[config.mk]
export PLATFORM = sky130hd
export DESIGN_NAME = protect_access_monitor
export DESIGN_NICKNAME = d
export VERILOG_FILES = /design/src/rtl/protect_access_monitor_pkg.sv /design/src/rtl/protect_region_cmp.sv /design/src/rtl/protect_access_monitor.sv
export SDC_FILE = /design/constraint.sdc
export NUM_CORES = 1
export LEC_CHECK = 0
export CAP_MARGIN = 20
export CORE_MARGIN = 8
export CORE_UTILIZATION = 55
export DETAILED_ROUTE_END_ITERATION = 10
export PLACE_DENSITY_LB_ADDON = 0.05
export REMOVE_ABC_BUFFERS = 1
export SYNTH_ARGS = -nofsm -noshare
export SYNTH_HDL_FRONTEND = slang
export SYNTH_SLANG_ARGS = --single-unit
[constraint.sdc]
create_clock -name clk -period 5.1 [get_ports clk]
set_clock_uncertainty 0.2 [all_clocks]
set_input_delay 0.51 -clock clk [delete_from_list [all_inputs] [get_ports clk]]
set_output_delay 0.51 -clock clk [all_outputs]
set_load 0.005 [all_outputs]
[src/rtl/protect_access_monitor_pkg.sv]
// Shared types and helpers for the bus write-protection monitor.
// The state encodings are also used by consumers of the protection flag.
package protect_access_monitor_pkg;

  typedef enum logic {
    ST_CONFIG = 1'b0,
    ST_ARMED  = 1'b1
  } state_e;

  // Width of a window index; at least one bit even for a single window.
  function automatic int idx_width(input int n);
    return (n > 1) ? $clog2(n) : 1;
  endfunction

endpackage

[src/rtl/protect_region_cmp.sv]
// One protected address window: base/limit/enable registers and an
// inclusive unsigned range compare against the current bus address.
module protect_region_cmp #(
  parameter int BUS_WIDTH = 32
) (
  input  logic                 clk,
  input  logic                 nreset,
  input  logic                 wr_en_i,
  input  logic [BUS_WIDTH-1:0] base_i,
  input  logic [BUS_WIDTH-1:0] limit_i,
  input  logic                 en_i,
  input  logic [BUS_WIDTH-1:0] addr_i,
  output logic                 hit_o
);

  logic [BUS_WIDTH-1:0] base_q;
  logic [BUS_WIDTH-1:0] limit_q;
  logic                 en_q;

  always_ff @(posedge clk or negedge nreset) begin
    if (!nreset) begin
      base_q  <= '0;
      limit_q <= '0;
      en_q    <= 1'b0;
    end else if (wr_en_i) begin
      base_q  <= base_i;
      limit_q <= limit_i;
      en_q    <= en_i;
    end
  end

  // An inverted window (base above limit) can never satisfy both bounds.
  assign hit_o = en_q && (base_q <= addr_i) && (addr_i <= limit_q);

endmodule

[src/rtl/protect_access_monitor.sv]
// Watches accepted bus writes against programmable protected windows and
// reports violations with the offending address and a saturating count.
module protect_access_monitor
  import protect_access_monitor_pkg::*;
#(
  parameter  int BUS_WIDTH  = 32,
  parameter  int REGION_NUM = 4,
  parameter  int CNT_WIDTH  = 8,
  localparam int IDX_W      = idx_width(REGION_NUM)
) (
  input  logic                 clk,
  input  logic                 nreset,
  input  logic                 cfg_we,
  input  logic [IDX_W-1:0]     cfg_idx,
  input  logic [BUS_WIDTH-1:0] cfg_base,
  input  logic [BUS_WIDTH-1:0] cfg_limit,
  input  logic                 cfg_en,
  input  logic                 lock,
  input  logic                 bus_valid,
  input  logic                 bus_ready,
  input  logic                 bus_write,
  input  logic [BUS_WIDTH-1:0] bus_addr,
  output logic                 armed,
  output logic                 violation,
  output logic [BUS_WIDTH-1:0] violation_addr,
  output logic [CNT_WIDTH-1:0] violation_count,
  output logic                 cfg_err
);

  function automatic logic [CNT_WIDTH-1:0] sat_inc(input logic [CNT_WIDTH-1:0] v);
    return (&v) ? v : v + CNT_WIDTH'(1);
  endfunction

  state_e state_q, state_d;

  logic                 idx_ok;
  logic                 cfg_wr_ok;
  logic [REGION_NUM-1:0] hit_vec;
  logic                 hit_any;
  logic                 accept;
  logic                 viol;
  logic                 cfg_err_d;

  logic                 violation_q;
  logic [BUS_WIDTH-1:0] violation_addr_q;
  logic [CNT_WIDTH-1:0] violation_count_q;
  logic                 cfg_err_q;

  always_ff @(posedge clk or negedge nreset) begin
    if (!nreset) state_q <= ST_CONFIG;
    else         state_q <= state_d;
  end

  // ARMED is only left through reset.
  always_comb begin
    state_d = state_q;
    if (state_q == ST_CONFIG && lock) state_d = ST_ARMED;
  end

  assign idx_ok    = (32'(cfg_idx) < 32'(REGION_NUM));
  assign cfg_wr_ok = cfg_we && (state_q == ST_CONFIG) && idx_ok;
  assign cfg_err_d = cfg_we && ((state_q == ST_ARMED) || !idx_ok);

  for (genvar i = 0; i < REGION_NUM; i++) begin : g_region
    protect_region_cmp #(
      .BUS_WIDTH(BUS_WIDTH)
    ) u_cmp (
      .clk     (clk),
      .nreset  (nreset),
      .wr_en_i (cfg_wr_ok && (cfg_idx == IDX_W'(i))),
      .base_i  (cfg_base),
      .limit_i (cfg_limit),
      .en_i    (cfg_en),
      .addr_i  (bus_addr),
      .hit_o   (hit_vec[i])
    );
  end

  // Overlapping windows collapse into one hit.
  assign hit_any = |hit_vec;
  assign accept  = bus_valid && bus_ready && bus_write;
  assign viol    = accept && hit_any && (state_q == ST_ARMED);

  // Output register stage: one cycle after the offending write.
  always_ff @(posedge clk or negedge nreset) begin
    if (!nreset) begin
      violation_q       <= 1'b0;
      violation_addr_q  <= '0;
      violation_count_q <= '0;
      cfg_err_q         <= 1'b0;
    end else begin
      violation_q <= viol;
      cfg_err_q   <= cfg_err_d;
      if (viol) begin
        violation_addr_q  <= bus_addr;
        violation_count_q <= sat_inc(violation_count_q);
      end
    end
  end

  assign armed           = (state_q == ST_ARMED);
  assign violation       = violation_q;
  assign violation_addr  = violation_addr_q;
  assign violation_count = violation_count_q;
  assign cfg_err         = cfg_err_q;

endmodule

==> tab_implementation.tex, run 1 <==
\begin{tabular}{lr}
\hline
Metric & Value \\
\hline
\multicolumn{2}{l}{\textbf{CTS}} \\
\quad Clock latency of the later-clocked register in the worst-skew pair & 0.51 ns \\
\quad Clock net sink count & 303 \\
\quad Clock slew seen by the registers of the worst setup and hold paths & 0.06 ns \\
\quad Post-CTS Repair Setup Buffers & 0 \\
\quad Buffer cell driving the clock tree root & sky130\_fd\_sc\_hd\_\_clkbuf\_16 \\
\quad TritonCTS clock tree & done \\
\quad Number of clock buffers inserted by TritonCTS & 36 \\
\quad H-tree Lvls & 2 \\
\quad Post-CTS Resized & 0 \\
\quad Bufs on Longest Clock Path & 3 \\
\multicolumn{2}{l}{\textbf{STA}} \\
\quad Smallest hold slack & 0.302 ns \\
\quad \# setup viols final & 0 \\
\quad Fin Setup TNS & 0 ns \\
\quad RSZ-0062 raised after global routing & no \\
\quad Max-slew violation total from the final report & 0 \\
\quad Time the worst path needs with I/O delays and setup & 4.08 ns \\
\quad Final period utilization & 80.1\% \\
\quad Relative slew slack & 39.3\% \\
\quad Hold Vio Cnt, Final & 0 \\
\quad Slew at the pin closest to its max-slew limit & 0.910 ns \\
\quad Setup WS post-layout & 1.02 ns \\
\quad Highest clock rate & 245 MHz \\
\multicolumn{2}{l}{\textbf{Worst setup path}} \\
\quad Critical Path End Type & flip-flop \\
\quad Nature of the critical path startpoint & input pin \\
\quad Required time reported for the critical path endpoint & 5.29 ns \\
\quad Worst path arrival time & 4.27 ns \\
\quad Max Fanout on Critical Path & 23 \\
\quad WS Path Type & input pin to flip-flop \\
\multicolumn{2}{l}{\textbf{Floorplan}} \\
\quad Core area & 31300 um2 \\
\quad Cell Rows & 65 \\
\quad I/O pin cnt & 149 \\
\quad Die X-Extent & 194 um \\
\quad Effective utilization at floorplan & 55.4\% \\
\quad Die boundary height & 194 um \\
\quad Floorplan die area & 37500 um2 \\
\multicolumn{2}{l}{\textbf{Synthesis}} \\
\quad Register area share after synthesis & 43.7\% \\
\quad Average size of a mapped cell & 10.7 um2 \\
\quad Cell count after synthesis & 1626 \\
\quad Post-synth EDFFs & 0 \\
\quad Dominant synthesized flop cell & sky130\_fd\_sc\_hd\_\_dfrtp\_1 \\
\quad Number of library cell types mapped by synthesis & 50 \\
\quad Total of warnings raised by yosys & 0 \\
\quad Total standard cell area after synthesis & 17300 um2 \\
\quad Number of synthesized register bits & 303 \\
\quad Synth async-reset ratio & 100\% \\
\multicolumn{2}{l}{\textbf{Power and ir drop}} \\
\quad Sequential share of power & 42.7\% \\
\quad Power spent charging and discharging nets & 1.77 mW \\
\quad Switching power share of the total & 26.6\% \\
\quad Total chip power & 6.67 mW \\
\quad Clock network fraction of total power & 37.4\% \\
\quad P\_int & 4.90 mW \\
\quad Power density of the placed cells & 325 nW/um2 \\
\quad Static Leakage & 10.2 nW \\
\quad Maximum vdd drop & 0.295 mV \\
\quad Relative contribution of combinational cells to total power & 19.9\% \\
\multicolumn{2}{l}{\textbf{Finish}} \\
\quad Filler-free cell count of the finished design & 2213 \\
\quad Area growth from synthesis to layout & 18.3\% \\
\quad FF/Latch Area & 7580 um2 \\
\quad Leading cell type in the layout, fill and taps excluded & sky130\_fd\_sc\_hd\_\_dfrtp\_1 \\
\quad Layout filler cell count & 2475 \\
\quad Ratio of cells with drive above 1 in the final layout & 14.9\% \\
\quad Area of the multi-input gates & 8980 um2 \\
\quad Number of antenna repair diodes & 0 \\
\quad Number of nets in the finished design & 2151 \\
\quad Final instance area & 20500 um2 \\
\quad Share of the core filled with cells & 65.5\% \\
\quad Commonest cells after routing, fill and taps aside & sky130\_fd\_sc\_hd\_\_dfrtp\_1, sky130\_fd\_sc\_hd\_\_ha\_1, sky130\_fd\_sc\_hd\_\_mux2\_2, sky130\_fd\_sc\_hd\_\_inv\_1, sky130\_fd\_sc\_hd\_\_nand2\_1 \\
\multicolumn{2}{l}{\textbf{GRT}} \\
\quad First-pass GRT wire length & 72500 um \\
\quad Pin count of the biggest net entering global routing & 117 \\
\quad Vias in the first global route & 13300 \\
\quad Global route overflow & 0 \\
\quad Overall global routing resource usage & 24.1\% \\
\quad Number of antenna violations at the first check in global routing & 0 \\
\multicolumn{2}{l}{\textbf{Drt}} \\
\quad DR iter-0 viols & 571 \\
\quad Post-detailed-route DRC marker count & 0 \\
\quad Via count normalized by instance count & 5.77 \\
\quad Antenna Nets Post-Route & 0 \\
\quad Pre-Repair DR Iteration Count & 4 \\
\quad Vias after detailed routing & 12800 \\
\quad Routed wire length per instance & 20.5 um \\
\quad Final Routed Wirelength & 45300 um \\
\multicolumn{2}{l}{\textbf{Placement}} \\
\quad Count of buffers inserted at the top-level ports & 148 \\
\quad Cell Area, Placed & 19400 um2 \\
\quad Placed Instances & 2151 \\
\quad Final weighted congestion in routability-driven placement & 0.857 \\
\quad DP Worst Slack & 0.525 ns \\
\quad Hpwl dp & 33500 um \\
\multicolumn{2}{l}{\textbf{Worst hold path}} \\
\quad Hold crit path type & flip-flop to flip-flop \\
\multicolumn{2}{l}{\textbf{Job}} \\
\quad Number of max-cap violations & 0 \\
\multicolumn{2}{l}{\textbf{Status}} \\
\quad Run status & finished, final reports clean \\
\hline
\end{tabular}
path summary, 6_finish.rpt:
check | startpoint | endpoint | slack, ns | cells after the start
worst max-delay path | bus_addr[31] | violation_addr[13] | 1.02 | 12
worst min-delay path | violation_addr[10] | violation_addr[10] | 0.30 | 1
worst max register to register | g_region[3].u_cmp.limit_q[29] | violation_addr[13] | 1.44 | 11
worst min register to register | violation_addr[10] | violation_addr[10] | 0.30 | 1
max in group asynchronous | nreset | g_region[0].u_cmp.base_q[21] | 3.01 | 3
min in group asynchronous | nreset | g_region[2].u_cmp.limit_q[9] | 0.47 | 2
area by class of cell:
| cell class | count | share of cell area (%) |
|---|---|---|
| Multi-Input combinational cell | 1111 | 43.8 |
| Clock buffer | 59 | 5.36 |
| Timing Repair Buffer | 166 | 8.16 |
| Clock inverter | 2 | 0.171 |
| Tap cell | 402 | 2.45 |
| Sequential cell | 303 | 37.0 |
| Inverter | 170 | 3.11 |
kinds of logic (layout without fill, tap and decap cells):
kind of cell,after synthesis,after routing,share of synthesized area (%)
simple gates,331,331,9.35
compound gates,322,322,10.6
flops,303,303,43.7
fa+ha+maj,257,257,18.5
buf+inv,212,397,4.72
mux,201,201,13.0
sequential cells by signal (all words and copies together) (netlist names):
| signal | count |
|---|---|
| g_region.u_cmp.en_q | 4 |
| violation | 1 |
| armed | 1 |
| violation_addr | 32 |
| violation_count | 8 |
| g_region.u_cmp.base_q | 128 |
| cfg_err | 1 |
| g_region.u_cmp.limit_q | 128 |
synthesized netlist by cell type (2+ instances only):
cell type	number	area share, %
sky130_fd_sc_hd__nand4_1	56	2.0
sky130_fd_sc_hd__nand2_1	164	3.5
sky130_fd_sc_hd__nand3b_1	2	0.087
sky130_fd_sc_hd__o22a_1	2	0.10
sky130_fd_sc_hd__nand3_1	24	0.69
sky130_fd_sc_hd__o41ai_1	3	0.15
sky130_fd_sc_hd__nor2_1	18	0.39
sky130_fd_sc_hd__and4_1	6	0.30
sky130_fd_sc_hd__a22oi_1	2	0.087
sky130_fd_sc_hd__o21ai_0	135	3.9
sky130_fd_sc_hd__ha_1	257	19
sky130_fd_sc_hd__o211ai_1	14	0.61
sky130_fd_sc_hd__mux2_1	3	0.19
sky130_fd_sc_hd__or4_1	4	0.17
sky130_fd_sc_hd__inv_1	170	3.7
sky130_fd_sc_hd__buf_6	3	0.19
sky130_fd_sc_hd__a221oi_1	2	0.10
sky130_fd_sc_hd__a211oi_1	10	0.43
sky130_fd_sc_hd__dfrtp_1	303	44
sky130_fd_sc_hd__a41oi_1	2	0.10
sky130_fd_sc_hd__nand2b_1	5	0.18
sky130_fd_sc_hd__nor3_1	12	0.35
sky130_fd_sc_hd__or2_2	2	0.072
sky130_fd_sc_hd__o22ai_1	2	0.072
sky130_fd_sc_hd__and2_1	3	0.11
sky130_fd_sc_hd__or3_1	3	0.11
sky130_fd_sc_hd__nor4_1	10	0.36
sky130_fd_sc_hd__a21oi_1	111	3.2
sky130_fd_sc_hd__nor4bb_1	2	0.12
sky130_fd_sc_hd__and3_1	5	0.18
sky130_fd_sc_hd__a2111o_1	5	0.32
sky130_fd_sc_hd__a21o_1	18	0.78
sky130_fd_sc_hd__mux2_2	197	13
sky130_fd_sc_hd__a21boi_0	5	0.22
sky130_fd_sc_hd__a2111oi_0	2	0.10
sky130_fd_sc_hd__o2111ai_1	2	0.10
sky130_fd_sc_hd__nor2b_1	11	0.40
sky130_fd_sc_hd__clkbuf_1	39	0.84
worst max-delay path, stage by stage:
cell and delay (ns):
sky130_fd_sc_hd__clkdlybuf4s50_1 0.66, sky130_fd_sc_hd__inv_1 0.21, sky130_fd_sc_hd__ha_1 0.34, sky130_fd_sc_hd__nand4_1 0.16
sky130_fd_sc_hd__nor3_1 0.38, sky130_fd_sc_hd__nand2_1 0.13, sky130_fd_sc_hd__nor3_1 0.33, sky130_fd_sc_hd__a21oi_1 0.16
sky130_fd_sc_hd__o22a_1 0.30, sky130_fd_sc_hd__nor4_4 0.30, sky130_fd_sc_hd__buf_4 0.39, sky130_fd_sc_hd__mux2_2 0.39
power by group through the flow:
stage / sequential (mW) / combinational, mW / clock (mW)
2_1_floorplan: 2.86 / 0.625 / 0
4_1_cts: 2.85 / 1.34 / 2.54
3_3_place_gp: 2.88 / 1.30 / 0
5_1_grt: 2.88 / 1.48 / 2.63
3_5_place_dp: 2.89 / 1.33 / 0
6_report: 2.85 / 1.33 / 2.49
per-layer routing:
metal | vias to the layer above | track usage (%) | part of all wire [%]
met1 | 6291 | 30.7 | 44
li1 | 6149 | - | -
met3 | 70 | 4.03 | 4.3
met4 | 0 | 8.24 | 2.9
met5 | - | 0 | 0
met2 | 252 | 41.3 | 49
what timing repair did:
item | in CTS | in global routing
endpoints found under the hold margin | 113 | 0
hold buffers | 1 | 0
endpoints found under the setup margin | 0 | 0
Note: power is estimated with default switching activity, not from simulation.
==> run 2: changes to the inputs <==
clock period = 3.9 ns   (was 5.1 ns; I/O delays follow)
==> tab_implementation.tex, run 2 (same netlist as run 1, synthesis figures left out) <==
\begin{tabular}{lr}
\hline
Metric & Value \\
\hline
\multicolumn{2}{l}{\textbf{Worst setup path}} \\
\quad WS Path Type & input pin to flip-flop \\
\quad Max Fanout on Critical Path & 15 \\
\quad Crit path from & bus\_addr[30] \\
\quad Nature of the critical path startpoint & input pin \\
\quad Critical R2R Capture & violation\_addr[8] \\
\quad Required time reported for the critical path endpoint & 4.09 ns \\
\quad End point of the critical path & violation\_addr[8] \\
\quad Critical R2R Launch & g\_region[1].u\_cmp.limit\_q[10] \\
\quad Critical Path End Type & flip-flop \\
\quad Minimum setup slack among reg-to-reg paths & 0.37 ns \\
\quad R2R depth & 11 \\
\quad Worst path arrival time & 3.89 ns \\
\multicolumn{2}{l}{\textbf{Power and ir drop}} \\
\quad Static Leakage & 10.8 nW \\
\quad Power density of the placed cells & 421 nW/um2 \\
\quad Maximum vdd drop & 0.423 mV \\
\quad Total chip power & 9.09 mW \\
\multicolumn{2}{l}{\textbf{STA}} \\
\quad Hold Vio Cnt, Final & 0 \\
\quad Max-slew violation total from the final report & 0 \\
\quad Slew at the pin closest to its max-slew limit & 0.706 ns \\
\quad Time the worst path needs with I/O delays and setup & 3.70 ns \\
\quad Setup WS post-layout & 0.198 ns \\
\quad \# setup viols final & 0 \\
\quad RSZ-0062 raised after global routing & no \\
\quad Highest clock rate & 270 MHz \\
\quad Final period utilization & 94.9\% \\
\quad Relative slew slack & 52.9\% \\
\multicolumn{2}{l}{\textbf{Drt}} \\
\quad Routed wire length per instance & 19.8 um \\
\quad Pre-Repair DR Iteration Count & 5 \\
\quad Post-detailed-route DRC marker count & 0 \\
\quad Antenna Nets Post-Route & 0 \\
\quad Via count normalized by instance count & 5.66 \\
\quad Final Routed Wirelength & 46300 um \\
\quad Vias after detailed routing & 13200 \\
\quad DR iter-0 viols & 737 \\
\multicolumn{2}{l}{\textbf{Placement}} \\
\quad Final weighted congestion in routability-driven placement & 0.915 \\
\quad Hpwl dp & 34600 um \\
\quad DP Worst Slack & -0.323 ns \\
\quad Placed Instances & 2276 \\
\quad Count of buffers inserted at the top-level ports & 148 \\
\multicolumn{2}{l}{\textbf{GRT}} \\
\quad Overall global routing resource usage & 24.8\% \\
\quad Number of antenna violations at the first check in global routing & 0 \\
\quad First-pass GRT wire length & 75100 um \\
\quad Pin count of the biggest net entering global routing & 98 \\
\quad Global route overflow & 0 \\
\quad Vias in the first global route & 13900 \\
\multicolumn{2}{l}{\textbf{CTS}} \\
\quad Clock slew seen by the registers of the worst setup and hold paths & 0.06 ns \\
\quad Post-CTS Repair Setup Buffers & 0 \\
\quad H-tree Lvls & 2 \\
\quad Clock latency of the later-clocked register in the worst-skew pair & 0.51 ns \\
\quad Buffer cell driving the clock tree root & sky130\_fd\_sc\_hd\_\_clkbuf\_16 \\
\quad Clock net sink count & 303 \\
\quad Number of clock buffers inserted by TritonCTS & 36 \\
\quad Bufs on Longest Clock Path & 3 \\
\quad TritonCTS clock tree & done \\
\multicolumn{2}{l}{\textbf{Finish}} \\
\quad Filler-free cell count of the finished design & 2340 \\
\quad Number of nets in the finished design & 2276 \\
\quad Commonest cells after routing, fill and taps aside & sky130\_fd\_sc\_hd\_\_dfrtp\_1, sky130\_fd\_sc\_hd\_\_ha\_1, sky130\_fd\_sc\_hd\_\_mux2\_2, sky130\_fd\_sc\_hd\_\_inv\_1, sky130\_fd\_sc\_hd\_\_nand2\_1 \\
\quad Leading cell type in the layout, fill and taps excluded & sky130\_fd\_sc\_hd\_\_dfrtp\_1 \\
\quad Layout filler cell count & 2401 \\
\quad Area growth from synthesis to layout & 24.6\% \\
\quad Number of antenna repair diodes & 0 \\
\quad Ratio of cells with drive above 1 in the final layout & 20.8\% \\
\multicolumn{2}{l}{\textbf{Floorplan}} \\
\quad Effective utilization at floorplan & 55.4\% \\
\quad Die X-Extent & 194 um \\
\quad Cell Rows & 65 \\
\quad Floorplan die area & 37500 um2 \\
\quad Die boundary height & 194 um \\
\quad I/O pin cnt & 149 \\
\quad Core area & 31300 um2 \\
\multicolumn{2}{l}{\textbf{Status}} \\
\quad Run status & finished, final reports clean \\
\multicolumn{2}{l}{\textbf{Worst hold path}} \\
\quad Hold crit path type & input pin to flip-flop \\
\multicolumn{2}{l}{\textbf{Job}} \\
\quad Number of max-cap violations & 0 \\
\hline
\end{tabular}
[run 2: cell count changes in the layout (fill, tap and decap cells not counted), moves of 2 or more]
cell,before,now
sky130_fd_sc_hd__buf_4,13,133
sky130_fd_sc_hd__buf_12,4,8
sky130_fd_sc_hd__clkbuf_1,13,8
sky130_fd_sc_hd__bufinv_16,1,5
sky130_fd_sc_hd__clkinv_2,1,5
sky130_fd_sc_hd__clkbuf_8,9,7
[run 2: layout make-up]
cell class / count / area [um2] / area share [%]
Multi-Input combinational cell: 1111 / 8990 / 41.6
Timing Repair Buffer: 291 / 2670 / 12.3
Tap cell: 402 / 503 / 2.33
Clock buffer: 52 / 1050 / 4.87
Clock inverter: 11 / 183 / 0.845
Sequential cell: 303 / 7580 / 35.1
Inverter: 170 / 638 / 2.95
[run 2: power by group]
part / total (mW) / internal [mW] / switching (mW)
registers: 3.73 / 3.51 / 0.221
clock network: 3.51 / 2.20 / 1.32
logic: 1.84 / 1.01 / 0.834
[run 2: critical path: stages]
cell	delay, ns
sky130_fd_sc_hd__clkdlybuf4s50_1	0.63
sky130_fd_sc_hd__inv_1	0.17
sky130_fd_sc_hd__ha_1	0.34
sky130_fd_sc_hd__nand4_1	0.12
sky130_fd_sc_hd__nor3_1	0.32
sky130_fd_sc_hd__nand2_1	0.08
sky130_fd_sc_hd__nor3_1	0.36
sky130_fd_sc_hd__a21oi_1	0.16
sky130_fd_sc_hd__o22a_1	0.27
sky130_fd_sc_hd__nor4_4	0.43
sky130_fd_sc_hd__buf_6	0.25
sky130_fd_sc_hd__mux2_2	0.36
[run 2: how the worst min path moves through the flow]
stage | start | endpoint | slack (ns) | depth (start not counted)
3_3_place_gp | nreset | violation | 0.26 | 1
2_1_floorplan | nreset | armed | -0.11 | 0
6_report | lock | armed | 0.25 | 2
5_1_grt | lock | armed | 0.25 | 2
4_1_cts | lock | armed | 0.23 | 2
3_5_place_dp | nreset | g_region[1].u_cmp.limit_q[10] | 0.26 | 1
[run 2: what timing repair did]
| action | in CTS | in global routing |
|---|---|---|
| gates resized for setup | 0 | 3 |
| hold endpoints to repair | 82 | 0 |
| hold buffers | 1 | 0 |
| endpoints found under the setup margin | 0 | 34 |
[run 2: layer usage]
layer / part of all wire, % / track usage [%] / vias to the layer above
met4: 3.8 / 9.41 / 0
met3: 4.1 / 3.54 / 95
met5: 0 / 0 / -
met2: 49 / 42.9 / 294
met1: 43 / 31.2 / 6465
li1: - / - / 6393
[run 2: per-stage QoR]
step / area (um2) / TNS, ns / hold WS [ns] / util [%]
floorplan: 17200 / -931.36 / -0.106 / -
global placement: 20400 / -6.66 / 0.260 / 65.0
detailed placement: 20400 / -9.17 / 0.265 / 65.0
CTS: 21600 / 0 / 0.232 / 69.0
global route: 21600 / 0 / 0.251 / 69.0
finish: 21600 / 0 / 0.248 / 69.0
